### src/rtl/mixcolumns_column_scheduler_pkg.sv
// Shared AES constants, FSM encoding and GF(2^8) helper for the folded
// MixColumns column scheduler.
package mixcolumns_column_scheduler_pkg;

    localparam int AES_NB_BYTE   = 8;
    localparam int AES_N_ROWS    = 4;
    localparam int AES_N_COLUMNS = 4;
    localparam int AES_NB_COLUMN = AES_NB_BYTE * AES_N_ROWS;
    localparam int AES_NB_STATE  = AES_NB_COLUMN * AES_N_COLUMNS;

    localparam logic [AES_NB_BYTE-1:0] GF_REDUCE = 8'h1b;

    typedef enum logic [1:0] {
        StIdle = 2'd0,
        StRun  = 2'd1,
        StDone = 2'd2
    } sched_state_e;

    // Multiply by x in GF(2^8) modulo x^8 + x^4 + x^3 + x + 1.
    function automatic logic [AES_NB_BYTE-1:0] xtime(input logic [AES_NB_BYTE-1:0] b);
        return {b[AES_NB_BYTE-2:0], 1'b0} ^ (b[AES_NB_BYTE-1] ? GF_REDUCE : 8'h00);
    endfunction

endpackage

### src/rtl/mixcolumns_column_mult.sv
// Combinational MixColumns for one 32-bit column; row 0 in the MSB byte.
module mixcolumns_column_mult
    import mixcolumns_column_scheduler_pkg::*;
(
    input  logic [AES_NB_COLUMN-1:0] i_column,
    output logic [AES_NB_COLUMN-1:0] o_column
);

    logic [AES_NB_BYTE-1:0] a0, a1, a2, a3;
    logic [AES_NB_BYTE-1:0] x0, x1, x2, x3;

    always_comb begin
        a0 = i_column[31:24];
        a1 = i_column[23:16];
        a2 = i_column[15:8];
        a3 = i_column[7:0];
        x0 = xtime(a0);
        x1 = xtime(a1);
        x2 = xtime(a2);
        x3 = xtime(a3);
        // 3*a is formed as xtime(a) ^ a.
        o_column[31:24] = x0 ^ (x1 ^ a1) ^ a2 ^ a3;
        o_column[23:16] = a0 ^ x1 ^ (x2 ^ a2) ^ a3;
        o_column[15:8]  = a0 ^ a1 ^ x2 ^ (x3 ^ a3);
        o_column[7:0]   = (x0 ^ a0) ^ a1 ^ a2 ^ x3;
    end

endmodule

### src/rtl/mixcolumns_column_scheduler.sv
// Folded MixColumns: one AES state in, one column per clock through a shared
// column multiplier, result out; bypass passes the state through for the last round.
module mixcolumns_column_scheduler #(
    parameter  int NB_BYTE   = 8,
    parameter  int N_ROWS    = 4,
    parameter  int N_COLUMNS = 4,
    localparam int NB_STATE  = NB_BYTE * N_ROWS * N_COLUMNS
) (
    input  logic                i_clock,
    input  logic                i_reset,
    input  logic                i_valid,
    input  logic [NB_STATE-1:0] i_state,
    input  logic                i_bypass,
    output logic                o_ready,
    output logic                o_valid,
    output logic [NB_STATE-1:0] o_state,
    input  logic                i_ready
);
    import mixcolumns_column_scheduler_pkg::*;

    if (NB_BYTE != AES_NB_BYTE || N_ROWS != AES_N_ROWS || N_COLUMNS != AES_N_COLUMNS)
    begin : gen_param_check
        $error("mixcolumns_column_scheduler: only NB_BYTE=8, N_ROWS=4, N_COLUMNS=4 supported");
    end

    sched_state_e state_q, state_d;
    logic [1:0]          cnt_q, cnt_d;
    logic [NB_STATE-1:0] src_q, src_d;
    logic [NB_STATE-1:0] res_q, res_d;

    logic                     accept;
    logic                     run_en;
    logic [AES_NB_COLUMN-1:0] src_col;
    logic [AES_NB_COLUMN-1:0] mix_col;

    // State register.
    always_ff @(posedge i_clock) begin
        if (i_reset) begin
            state_q <= StIdle;
        end else begin
            state_q <= state_d;
        end
    end

    // Next-state logic.
    always_comb begin
        state_d = state_q;
        unique case (state_q)
            StIdle: begin
                if (i_valid) begin
                    state_d = i_bypass ? StDone : StRun;
                end
            end
            StRun: begin
                if (cnt_q == 2'(N_COLUMNS - 1)) begin
                    state_d = StDone;
                end
            end
            StDone: begin
                // Handoff and a fresh accept may share the same edge.
                if (i_ready) begin
                    if (i_valid) begin
                        state_d = i_bypass ? StDone : StRun;
                    end else begin
                        state_d = StIdle;
                    end
                end
            end
            default: state_d = StIdle;
        endcase
    end

    // FSM outputs; o_ready is the only path combinational from an input.
    always_comb begin
        o_ready = (state_q == StIdle) || ((state_q == StDone) && i_ready);
        o_valid = (state_q == StDone);
        run_en  = (state_q == StRun);
        accept  = o_ready && i_valid;
    end

    always_comb begin
        src_col = '0;
        for (int c = 0; c < AES_N_COLUMNS; c++) begin
            if (cnt_q == 2'(c)) begin
                src_col = src_q[(AES_N_COLUMNS - 1 - c) * AES_NB_COLUMN +: AES_NB_COLUMN];
            end
        end
    end

    mixcolumns_column_mult u_column_mult (
        .i_column (src_col),
        .o_column (mix_col)
    );

    always_comb begin
        src_d = src_q;
        res_d = res_q;
        cnt_d = cnt_q;
        if (accept) begin
            src_d = i_state;
            cnt_d = 2'd0;
            if (i_bypass) begin
                res_d = i_state;
            end
        end else if (run_en) begin
            for (int c = 0; c < AES_N_COLUMNS; c++) begin
                if (cnt_q == 2'(c)) begin
                    res_d[(AES_N_COLUMNS - 1 - c) * AES_NB_COLUMN +: AES_NB_COLUMN] = mix_col;
                end
            end
            cnt_d = cnt_q + 2'd1;
        end
    end

    always_ff @(posedge i_clock) begin
        if (i_reset) begin
            src_q <= '0;
            res_q <= '0;
            cnt_q <= 2'd0;
        end else begin
            src_q <= src_d;
            res_q <= res_d;
            cnt_q <= cnt_d;
        end
    end

    assign o_state = res_q;

endmodule

### config.mk
export PLATFORM = sky130hd
export DESIGN_NAME = mixcolumns_column_scheduler
export DESIGN_NICKNAME = d
export VERILOG_FILES = /design/src/rtl/mixcolumns_column_scheduler_pkg.sv /design/src/rtl/mixcolumns_column_mult.sv /design/src/rtl/mixcolumns_column_scheduler.sv
export SDC_FILE = /design/constraint.sdc
export NUM_CORES = 1
export LEC_CHECK = 0
export ABC_CLOCK_PERIOD_IN_PS = 2400
export BUFFER_PORTS_ARGS = -buffer_cell sky130_fd_sc_hd__buf_2
export CORE_MARGIN = 2
export CORE_UTILIZATION = 39
export DETAILED_ROUTE_END_ITERATION = 12
export HOLD_SLACK_MARGIN = 0.1
export SLEW_MARGIN = 20
export SYNTH_ARGS = -nofsm -noshare
export SYNTH_HDL_FRONTEND = slang
export SYNTH_SLANG_ARGS = --single-unit
### constraint.sdc
create_clock -name i_clock -period 2.4 [get_ports i_clock]
set_clock_uncertainty 0.15 [all_clocks]
set_input_delay 0 -clock i_clock [delete_from_list [all_inputs] [get_ports i_clock]]
set_output_delay 0 -clock i_clock [all_outputs]
set_load 0.02 [all_outputs]
# Word-level counts from Yosys, hierarchy flattened
# Index checks and enable logic that the tools add are counted.
dict set report classes {
  muxes 21
  n_reduce_logical 16
  shift 0
  bitwise 20
  n_eq_ne 9
  order_cmp 0
  addsub 1
  multipliers 0
  div_mod_pow 0
}
# operator count
set op_table {}
lappend op_table {{$mux W128} 3}
lappend op_table {{$mux W32} 8}
lappend op_table {{$xor A8 B8 Y8} 20}
lappend op_table {{$mux W5} 4}
lappend op_table {{$reduce_and A3 Y1} 5}
lappend op_table {{$mux W2} 5}
lappend op_table {{$reduce_bool A2 Y1} 5}
lappend op_table {{$eq A2 B2 Y1 const B} 3}
lappend op_table {{$pmux W2 S3} 1}
lappend op_table {{$eq A2 B1 Y1 const B} 2}
lappend op_table {{$logic_not A2 Y1} 2}
lappend op_table {{$ne A2 B1 Y1 const B} 2}
lappend op_table {{$ne A2 B2 Y1 const B} 2}
lappend op_table {{$add A2 B1 Y2 const B} 1}
lappend op_table {{$logic_and A1 B1 Y1} 2}
lappend op_table {{$reduce_or A2 Y1} 1}
lappend op_table {{$logic_or A1 B1 Y1} 1}
dict set report totals {
  elab_cells 74
  reg_bits 260
  memories 0
  ramBits 0
  latch_bits 0
  rom_bits 0
}

# Depth between registers and ports, before layout
# Gate-level depths: netlist of the first run.
dict set report logic_depth {
  depth_word 14
  ltp_mapped 12
  mapped_depth_nobuf 8
}

# Modules after synthesis
# A second synthesis of the first run with hierarchy kept.
dict set report hier_totals {
  cells_unflattened 1421
  hier_area_um2 12509.5
}
# mod n_inst cells_each seq_area_each_um2 area_each_um2
set by_module_without_submodules {}
lappend by_module_without_submodules {mixcolumns_column_scheduler 1 1342 5205.0 11249.5}
lappend by_module_without_submodules {mixcolumns_column_mult 1 79 0.0 1260.0}

# Worst setup path before layout of the first run
# No wires, ideal clock.
dict set report synth_path {
  path_kind {register to register}
  start {register cnt_q[1]}
  end {register res_q[119] (netlist: o_state[119])}
  setup_ps 88
  stages_incl_launch_ff 10
  required_ps 2162
  arrival_time_ps 2391
  path_slack_ps -230
  cell_sequence {dfxtp_1 > inv_1 > ha_1 > buf_6 > nand3b_1 > a311oi_4 > xnor2_2 > xnor3_1 > or2_1 > a311oi_2}
}
dict set report synth_between {
  elab_chain_len 12
  word_cells_on_any_way 19
  cone_classes {eq/ne: 3; mux: 7; bitwise: 6; reduce/logical: 3}
}
# element line_no
set synth_rtl {}
lappend synth_rtl {{start, declared} mixcolumns_column_scheduler.sv:27} ;# logic [1:0] cnt_q, cnt_d;
lappend synth_rtl {{start signal, assigned} mixcolumns_column_scheduler.sv:123} ;# cnt_q <= cnt_d;
lappend synth_rtl {{$logic_not A2 Y1} {mixcolumns_column_scheduler.sv:84, mixcolumns_column_scheduler.sv:107}}
lappend synth_rtl {{$mux W32 (4 in a row)} mixcolumns_column_scheduler.sv:84} ;# if (cnt_q == 2'(c)) begin
lappend synth_rtl {{$xor A8 B8 Y8} mixcolumns_column_scheduler_pkg.sv:21} ;# return {b[AES_NB_BYTE-2:0], 1'b0} ^ (b[AES_NB_BYTE-1] ? GF_REDUCE : 8'h00);
lappend synth_rtl {{$xor A8 B8 Y8 (3 in a row)} mixcolumns_column_mult.sv:23} ;# o_column[23:16] = a0 ^ x1 ^ (x2 ^ a2) ^ a3;
lappend synth_rtl {{$mux W32} mixcolumns_column_scheduler.sv:107} ;# if (cnt_q == 2'(c)) begin
lappend synth_rtl {{$mux W128} mixcolumns_column_scheduler.sv:105} ;# end else if (run_en) begin
lappend synth_rtl {{$mux W128} mixcolumns_column_scheduler.sv:99} ;# if (accept) begin
lappend synth_rtl {{end signal, assigned} mixcolumns_column_scheduler.sv:122} ;# res_q <= res_d;
lappend synth_rtl {{end, declared} mixcolumns_column_scheduler.sv:29} ;# logic [NB_STATE-1:0] res_q, res_d;
# Parallel ways exist; a longest one is shown, timed or not. The select of a mux whose other input is x is not followed.
# A chain may end at the register's enable or synchronous reset.

# Final worst setup path of the first run
dict set report layout_path {
  start {register cnt_q[1]}
  end {register res_q[76] (netlist: o_state[76])}
}
dict set report layout_between {
  elab_chain_len 12
  word_cells_on_any_way 21
  cone_classes {eq/ne: 3; mux: 9; bitwise: 6; reduce/logical: 3}
}
# element line_no
set layout_rtl {}
lappend layout_rtl {{$logic_not A2 Y1} mixcolumns_column_scheduler.sv:84}
lappend layout_rtl {{$mux W32 (4 in a row)} mixcolumns_column_scheduler.sv:84}
lappend layout_rtl {{$mux W5} mixcolumns_column_scheduler_pkg.sv:21}
lappend layout_rtl {{$xor A8 B8 Y8} mixcolumns_column_scheduler_pkg.sv:21}
lappend layout_rtl {{$xor A8 B8 Y8 (2 in a row)} mixcolumns_column_mult.sv:24} ;# o_column[15:8] = a0 ^ a1 ^ x2 ^ (x3 ^ a3);
lappend layout_rtl {{$mux W32} mixcolumns_column_scheduler.sv:107}
lappend layout_rtl {{$mux W128} mixcolumns_column_scheduler.sv:105}
lappend layout_rtl {{$mux W128} mixcolumns_column_scheduler.sv:99}
# Parallel ways exist; a longest one is shown, timed or not. The select of a mux whose other input is x is not followed.

==> summary.txt, run 1 <==
Via Count -> 14015
Highest Clock Rate -> 350.6 MHz
later-pin clock latency in the skew report -> 0.56 ns
vias in the first global route -> 13065
Yosys top cell by area -> dfxtp_1
synthesized area -> 0.01279 mm^2
Reg clk slew, reported paths -> 0.06 ns
final hold viol count -> 0
antenna violations before repair -> 0
Sink Count -> 260
failing checks -> negative setup slack
synth warn -> 0
DR WL/cell -> 20.21 um
initial DRC count -> 1005
final slew viol count -> 0
H-tree levels -> 1
Sw Ratio -> 0.3433
Worst Max-Slew Pin Slew -> 0.6780 ns
largest net degree at the start of global routing -> 100
internal power -> 10030 uW
Syn Nets -> 1677
Pwr per Cell Area -> 746.0 mW/mm^2
CP Class -> reg -> reg
Critical Path Fanout Max -> 8
drc violations -> 0
status -> finished with violations
Port Buf Inserts -> 262
RSZ-0062 raised after global routing -> yes
share of the synthesized area in the top cell type -> 0.4068
GRT Total Usage -> 0.2799
Critical Path Start -> cnt_q[1]$_SDFFE_PP0P_
first-pass GRT wire length -> 73880 um
Mean Syn Cell Area -> 8.308 um^2
Reg2Reg Launch Point -> cnt_q[1]$_SDFFE_PP0P_
Setup WS pre-CTS -> -0.7118 ns
total wire length -> 51300 um
top post-synthesis cells by area -> dfxtp_1, nand2_1, a21oi_1
final setup fails -> 128
Post-synth EDFFs -> 0
Slew headroom -> 0.5480
register area share after synthesis -> 0.4068
Initial Utilization -> 0.3942
Area growth, synth to finish -> 60.02%
Die Wd -> 185.1 um
TritonCTS clock tree -> built
core area -> 0.03245 mm^2
CTS Root Cell -> clkbuf_16
layout net count -> 2213
Via density -> 5.520
fin util -> 0.6309
CTS buffer count -> 28
IO Pins -> 263
CTS Buffer Depth -> 3
Worst Path Required -> 2.72 ns
Sequential Power Share -> 0.333
Tmin final -> 2.852 ns
Hold WS -> 0.1183 ns
Post-Syn Instances -> 1540
Hold Crit Start -> i_state[75]
clock share of power -> 0.293
HPWL Detailed -> 34240 um
first-pass iteration count of the detailed router -> 5
Die Area -> 0.03427 mm^2
share of cells above drive strength 1 -> 0.3734
Tcrit/Tclk final -> 1.188
Final Non-Filler Cells -> 2539
Hold/Removal Path Class -> in -> reg
global route total overflow -> 0
remaining antenna violation count -> 0
Row Count -> 66
GPL Wtd Cong -> 0.9009
Lkg Pwr -> 0.008349 uW
Max VDD drop -> 568.0 uV
Logic pwr share -> 0.373
Synth cell types -> 56
Worst setup SP type -> flip-flop
top_reg_cell synth -> dfxtp_1
Critical Path AT -> 3.17 ns
fin worst setup slack -> -0.4523 ns
Switch Pwr -> 5244 uW
DIE HEIGHT -> 185.1 um
Placed Instances -> 2282
Max-cap violations -> 0
FF+latch count, synth -> 260
n_diodes -> 0
CP endpoint kind -> flip-flop
fraction of registers with async set/reset -> 0
[power groups by stage]
stage / combinational (uW) / clock [uW] / sequential (uW)
floorplan: 2030 / 0 / 5430
global placement: 4430 / 0 / 5160
detailed placement: 4480 / 0 / 5160
CTS: 5270 / 4530 / 5080
global route: 5970 / 4700 / 5120
finish: 5700 / 4480 / 5090
[Yosys cell counts (11+ instances only)]
| cell type | number |
|---|---|
| xor2_1 | 15 |
| buf_2 | 14 |
| xnor3_1 | 11 |
| a21o_1 | 18 |
| nor2b_1 | 23 |
| clkbuf_1 | 102 |
| a311oi_2 | 13 |
| nand3b_1 | 28 |
| nand3_1 | 22 |
| a211oi_1 | 15 |
| a311oi_1 | 17 |
| o21ai_0 | 29 |
| a21oi_1 | 171 |
| a311o_1 | 57 |
| dfxtp_1 | 260 |
| or3_1 | 19 |
| xnor2_1 | 47 |
| nand2_1 | 321 |
| a31oi_1 | 63 |
| nor2_1 | 118 |
| o31ai_1 | 16 |
| o22ai_1 | 32 |
[logic make-up (layout without fill, tap and decap cells)]
group	after synthesis	in the layout	share of synthesized area
buffers and inverters	141	697	0.04948
xor gates and xnor gates	79	79	0.06943
and+or+nand+nor	580	581	0.2051
AOI/OAI and AO/OA	476	476	0.2653
adders and majority gates	4	4	0.003912
DFF	260	260	0.4068
[what timing repair did]
action / CTS / global route
pin swaps: 109 / 69
gates resized for setup: 185 / 107
hold buffers: 141 / 0
gates cloned: 2 / 3
buffers inserted: 53 / 19
hold endpoints to repair: 260 / 0
setup endpoints to repair: 128 / 130
[metrics by stage]
stage	instance area (um^2)	power, uW	TNS (ns)
floorplan	12970	7455	-5.279
global placement	15830	9594	-50.31
detailed placement	15830	9633	-53.06
CTS	19670	14880	-36.20
global route	20470	15790	-51.23
finish	20470	15270	-42.33
[flip-flops by register name (all words and copies together), names as in the netlist]
signal   count
cnt_q        2
o_state    128
src_q      128
state_q      2
[worst max-delay path, cell delays in order (launching register included)]
cell and delay [ns]:
dfxtp_4 0.39, inv_4 0.06, ha_4 0.19, buf_6 0.14
nand3b_1 0.24, a311oi_4 0.36, buf_12 0.18, xnor2_4 0.13
buf_6 0.15, xnor2_4 0.11, xnor3_2 0.45, o22ai_1 0.20
[area by class of cell]
class	instances	area (um^2)
Clock buffer	42	853.3
Clock inverter	9	111.4
Fill cell	2634	11980
Inverter	7	31.28
Multi-Input combinational cell	1140	8487
Sequential cell	260	5213
Tap cell	442	553.0
Timing Repair Buffer	639	5226
[cell usage in the layout, fill, tap and decap left out, types with 13 or more instances in the layout]
master and instances:
nand2_1 317, buf_2 262, dfxtp_1 258, a21oi_1 170, buf_4 148, dlygate4sd3_1 141
nor2_1 114, a311o_1 56, a31oi_1 55, buf_6 43, buf_12 34, clkbuf_16 30
xnor2_2 29, nand3b_1 28, o22ai_1 20, a311oi_2 19, nand3_1 18, a21o_1 18
o21ai_0 17, or3_1 14, nor2b_1 13
[routing by layer]
layer | vias to the layer above | global-route usage | share of wire
li1 | 6544 | - | -
met1 | 6762 | 0.3743 | 0.43
met2 | 603 | 0.4646 | 0.47
met3 | 106 | 0.04011 | 0.067
met4 | 0 | 0.09143 | 0.035
met5 | - | 0 | 0
[worst paths after layout]
kind                            slack, ns  cells after the start                        to
worst max-delay path                -0.45                     11  o_state[76]$_SDFFE_PP0P_
worst min-delay path                 0.12                      4    src_q[75]$_SDFFE_PP0P_
worst max register to register      -0.45                     11  o_state[76]$_SDFFE_PP0P_
worst min register to register       0.30                      2    src_q[37]$_SDFFE_PP0P_
Note: power is estimated with default switching activity, not from simulation.
==> run 2: changes to the inputs <==
==> constraint.sdc (replaced) <==
create_clock -name i_clock -period 2.4 [get_ports i_clock]
set_clock_uncertainty 0.15 [all_clocks]
set_input_delay 0.12 -clock i_clock [delete_from_list [all_inputs] [get_ports i_clock]]
set_output_delay 0.12 -clock i_clock [all_outputs]
set_load 0.02 [all_outputs]
==> run 2 against run 1 <==
- the flow still finishes with violations (negative setup slack)
- worst setup slack worse by 0.029 ns
- design area shrank 2.5%
- fmax is 1.0% lower
- flip-flop and latch count is the same
- clock power grew 4%
- core utilization shrank 1.6 points
- sequential share of layout area is 0.64 points higher
- non-clock buffer count decreased by 17
- total power is 0.39% lower
- die area did not move
- combinational power shrank 4.2%
- critical path type unchanged
- largest cell class unchanged
==> summary.txt, run 2 (synthesis results as in run 1) <==
internal power -> 9972 uW
final setup fails -> 128
Placed Instances -> 2279
Worst setup SP type -> flip-flop
drc violations -> 0
clock share of power -> 0.307
Worst Path Required -> 2.72 ns
DIE HEIGHT -> 185.1 um
Die Area -> 0.03427 mm^2
CTS Root Cell -> clkbuf_16
Cell Area, Placed -> 0.01581 mm^2
n_diodes -> 0
vias in the first global route -> 12848
Initial Utilization -> 0.3942
largest net degree at the start of global routing -> 120
Reg2Reg Launch Point -> cnt_q[0]$_SDFFE_PP0P_
Tmin final -> 2.881 ns
H-tree levels -> 1
Row Count -> 66
Die Wd -> 185.1 um
Critical Path Fanout Max -> 6
fin worst setup slack -> -0.4815 ns
Hold WS -> 0.2300 ns
final hold viol count -> 0
Worst Max-Slew Pin Slew -> 0.6074 ns
Hold Crit Start -> i_state[116]
Sink Count -> 260
global route total overflow -> 0
total wire length -> 50820 um
Fillers -> 2754
Min-Delay Path Depth -> 4
fin util -> 0.6152
share of cells above drive strength 1 -> 0.3530
Sequential Power Share -> 0.334
CP Class -> reg -> reg
Lkg Pwr -> 0.008162 uW
Slew headroom -> 0.5951
antenna violations before repair -> 0
Max-cap violations -> 0
remaining antenna violation count -> 0
commonest non-fill, non-tap cell in the layout -> nand2_1
later-pin clock latency in the skew report -> 0.56 ns
Highest Clock Rate -> 347.0 MHz
CTS buffer count -> 29
Final Instance Area -> 0.01996 mm^2
HPWL Detailed -> 34440 um
Max VDD drop -> 568.6 uV
Critical Path AT -> 3.20 ns
layout net count -> 2197
Hold/Removal Path Class -> in -> reg
Logic pwr share -> 0.359
Area growth, synth to finish -> 56.03%
Sw Ratio -> 0.3446
R2R cell count -> 11
TritonCTS clock tree -> built
commonest cells after routing, fill and taps aside -> nand2_1, buf_2, dfxtp_1, a21oi_1, buf_4
Via Count -> 13837
GRT Total Usage -> 0.2789
Hold Path End -> src_q[116]$_SDFFE_PP0P_
CP endpoint kind -> flip-flop
Switch Pwr -> 5243 uW
RSZ-0062 raised after global routing -> yes
Reg clk slew, reported paths -> 0.06 ns
first-pass iteration count of the detailed router -> 5
r2r setup slk -> -0.48 ns
initial DRC count -> 1111
Pwr per Cell Area -> 762.1 mW/mm^2
Tcrit/Tclk final -> 1.201
CTS Buffer Depth -> 3
status -> finished with violations
GPL Wtd Cong -> 0.9208
failing checks -> negative setup slack
final slew viol count -> 0
Final Non-Filler Cells -> 2524
IO Pins -> 263
core area -> 0.03245 mm^2
Via density -> 5.482
worst reg2reg path endpoint -> o_state[12]$_SDFFE_PP0P_
DR WL/cell -> 20.14 um
first-pass GRT wire length -> 73710 um
Port Buf Inserts -> 262
run 2: cell types whose count changed in the layout (fill, tap and decap cells not counted), sizes merged:
cell,previous run,this run
buf,495,473
bufinv,2,4
clkbuf,44,39
inv,7,9
clkinv,5,7
dlygate4sd3,141,147
clkinvlp,2,3
bufbuf,1,0
run 2: repair_timing:
| action | CTS | global route |
|---|---|---|
| setup buffers | 31 | 17 |
| setup endpoints to repair | 128 | 143 |
| hold buffers | 147 | 0 |
| cloned | 1 | 3 |
| gates resized for setup | 127 | 102 |
| pin swaps | 57 | 75 |
| hold endpoints to repair | 258 | 0 |
run 2: worst max path at each step:
stage / from / to / cells after the start
6_report: cnt_q[0]$_SDFFE_PP0P_ / o_state[12]$_SDFFE_PP0P_ / 11
5_1_grt: cnt_q[1]$_SDFFE_PP0P_ / o_state[119]$_SDFFE_PP0P_ / 10
4_1_cts: cnt_q[0]$_SDFFE_PP0P_ / o_state[119]$_SDFFE_PP0P_ / 12
3_5_place_dp: cnt_q[0]$_SDFFE_PP0P_ / o_state[103]$_SDFFE_PP0P_ / 11
3_3_place_gp: cnt_q[0]$_SDFFE_PP0P_ / o_state[39]$_SDFFE_PP0P_ / 11
2_1_floorplan: cnt_q[0]$_SDFFE_PP0P_ / o_state[119]$_SDFFE_PP0P_ / 11
run 2: layout make-up:
class,instances,area [um^2],share of cell area
clock inverters,16,201.4,0.01009
inverters,7,28.78,0.001441
clock buffers,37,795.8,0.03986
flip-flops and latches,260,5210,0.2610
multi-input cells,1140,8275,0.4145
well taps,442,553.0,0.02770
repair buffers,622,4900,0.2454
run 2: per-layer routing:
layer,vias up,GRT usage,share of wire
met4,0,0.07556,0.035
li1,6531,-,-
met1,6577,0.3830,0.42
met5,-,0,0
met3,99,0.03441,0.082
met2,630,0.4622,0.47
run 2: metrics by stage:
step | TNS (ns) | setup slack [ns] | total power (uW)
2_1_floorplan | -5.279 | -0.1942 | 7455
3_3_place_gp | -46.29 | -0.6349 | 9601
3_5_place_dp | -49.93 | -0.6298 | 9639
4_1_cts | -41.04 | -0.4158 | 14820
5_1_grt | -54.72 | -0.5540 | 15760
6_report | -44.32 | -0.4815 | 15220
run 2: power groups by stage:
stage	Clock, uW	Combinational, uW	Sequential (uW)
2_1_floorplan	0	2030	5430
3_3_place_gp	0	4440	5160
3_5_place_dp	0	4480	5160
4_1_cts	4700	5050	5070
5_1_grt	4900	5740	5120
6_report	4670	5460	5080
run 2: worst max-delay path, stage by stage, from the launching register on:
cell      delay [ns]
dfxtp_4         0.36
inv_4           0.06
buf_6           0.09
ha_4            0.17
buf_6           0.14
nor2_8          0.04
buf_4           0.14
buf_6           0.12
a311oi_4        0.45
xnor2_4         0.23
xnor3_2         0.63
o22ai_1         0.20
==> run 3: changes to the inputs <==
==> constraint.sdc (replaced) <==
create_clock -name i_clock -period 2.4 [get_ports i_clock]
set_clock_uncertainty 0.15 [all_clocks]
set_input_delay 0.48 -clock i_clock [delete_from_list [all_inputs] [get_ports i_clock]]
set_output_delay 0.48 -clock i_clock [all_outputs]
set_load 0.02 [all_outputs]
==> run 3 against run 2 <==
- the run still ends with negative setup slack left
- die area is the same
- hold slack lost 0.12 ns
- global-route usage shrank 0.88 points
- final cell count shrank 1.8%
- design area shrank 2.6%
- first-iteration DRC count shrank 5.6%
- combinational power shrank 1%
- critical path depth grew 2
- sequential power is essentially flat
- routed wire length shrank 2.6%
- clock power shrank 3%
- critical path type unchanged
==> summary.txt, run 3 (synthesis results as in run 1) <==
Critical Path Start -> cnt_q[1]$_SDFFE_PP0P_
Hold Path End -> src_q[96]$_SDFFE_PP0P_
antenna violations before repair -> 0
Critical Path AT -> 3.16 ns
vias in the first global route -> 12390
Tcrit/Tclk final -> 1.207
Critical Path Fanout Max -> 9
M3 GR Usage -> 0.03952
CP endpoint kind -> flip-flop
Initial Utilization -> 0.3942
CTS Root Cell -> clkbuf_16
Reg clk slew, reported paths -> 0.06 ns
IO Pins -> 263
commonest non-fill, non-tap cell in the layout -> nand2_1
Hold Crit Start -> i_state[96]
Highest Clock Rate -> 345.1 MHz
FF+latch area -> 0.005213 mm^2
layout net count -> 2152
final setup fails -> 128
Tmin final -> 2.898 ns
share of cells above drive strength 1 -> 0.3477
initial DRC count -> 1049
final hold viol count -> 0
R2R cell count -> 13
H-tree levels -> 1
Slew headroom -> 0.5117
GR peak layer -> met2
n_diodes -> 0
met2 Usage GRT -> 0.4387
Worst Path Required -> 2.66 ns
Hold/Removal Path Class -> in -> reg
core area -> 0.03245 mm^2
Max-cap violations -> 0
largest net degree at the start of global routing -> 107
met1 Track Usage GR -> 0.3672
Worst Max-Slew Pin Slew -> 0.7298 ns
Via density -> 5.423
drc violations -> 0
CTS Buffer Depth -> 3
final slew viol count -> 0
remaining antenna violation count -> 0
Min-Delay Path Depth -> 3
Fillers -> 2804
DIE HEIGHT -> 185.1 um
first-pass iteration count of the detailed router -> 6
CTS buffer count -> 29
Pwr per Cell Area -> 770.8 mW/mm^2
Lkg Pwr -> 0.007978 uW
total wire length -> 49480 um
RSZ-0062 raised after global routing -> yes
Sink Count -> 260
multi-input logic area -> 0.008125 mm^2
Die Wd -> 185.1 um
r2r setup slk -> -0.50 ns
TritonCTS clock tree -> built
DR WL/cell -> 19.97 um
Worst setup SP type -> flip-flop
Area growth, synth to finish -> 51.99%
HPWL Detailed -> 34020 um
GRT Total Usage -> 0.2701
CP Class -> reg -> reg
Die Area -> 0.03427 mm^2
GPL Wtd Cong -> 0.9126
fin util -> 0.5992
commonest cells after routing, fill and taps aside -> nand2_1, buf_2, dfxtp_1, a21oi_1, buf_4
Row Count -> 66
status -> finished with violations
later-pin clock latency in the skew report -> 0.55 ns
fin worst setup slack -> -0.4978 ns
worst reg2reg path endpoint -> o_state[9]$_SDFFE_PP0P_
Reg2Reg Launch Point -> cnt_q[1]$_SDFFE_PP0P_
Hold WS -> 0.1132 ns
Port Buf Inserts -> 262
global route total overflow -> 0
Via Count -> 13439
first-pass GRT wire length -> 70770 um
Max VDD drop -> 521.6 uV
failing checks -> negative setup slack
[run 3: worst max-delay path by stage]
stage	end	cells after the start
after global routing	o_state[9]$_SDFFE_PP0P_	13
after global placement	o_state[17]$_SDFFE_PP0P_	9
after CTS	o_state[20]$_SDFFE_PP0P_	13
final	o_state[9]$_SDFFE_PP0P_	13
after floorplan	o_state[119]$_SDFFE_PP0P_	11
after detailed placement	o_state[81]$_SDFFE_PP0P_	9
[run 3: report_power, final]
part           internal (uW)  total [uW]  switching (uW)  leakage, uW
Clock                   2700        4520            1820     0.000467
Combinational           2420        5390            2970      0.00537
Sequential              4770        5080             304      0.00214
[run 3: critical path: stages (launching register included)]
cell and delay, ns:
dfxtp_4 0.37, inv_4 0.09, ha_4 0.23, buf_6 0.16, nand2_1 0.11, a311oi_4 0.30, buf_6 0.19, xnor2_4 0.09
buf_6 0.13, buf_4 0.13, xor2_1 0.17, xnor2_1 0.23, bufbuf_16 0.32, o22ai_1 0.09
[run 3: layout make-up]
class | instances | area share
clock buffers | 43 | 0.04259
clock inverters | 9 | 0.006692
inverters | 7 | 0.001609
multi-input cells | 1139 | 0.4178
flip-flops and latches | 260 | 0.2680
well taps | 442 | 0.02844
repair buffers | 578 | 0.2348
[run 3: repair_timing]
| item | in CTS | in global routing |
|---|---|---|
| pin swaps | 17 | 66 |
| buffers inserted | 18 | 34 |
| gates resized for setup | 66 | 137 |
| hold endpoints to repair | 142 | 0 |
| hold buffers | 105 | 0 |
| gates cloned | 0 | 3 |
| endpoints found under the setup margin | 128 | 128 |
[run 3: routing by layer]
metal	wire (um)	vias to the layer above
met5	0	-
met4	1553	0
met3	3072	89
met2	23370	496
met1	21490	6422
li1	-	6432
[run 3: through the flow]
stage / cell area (um^2) / power, uW / setup TNS, ns / cells / worst slack [ns]
2_1_floorplan: 12970 / 7455 / -5.279 / 1540 / -0.1942
3_3_place_gp: 15840 / 9672 / -50.82 / 2270 / -0.5946
4_1_cts: 18320 / 14530 / -34.12 / 2445 / -0.3707
5_1_grt: 19450 / 15540 / -49.70 / 2478 / -0.5663
6_report: 19450 / 14990 / -39.38 / 2478 / -0.4978
3_5_place_dp: 15840 / 9692 / -54.72 / 2270 / -0.6475
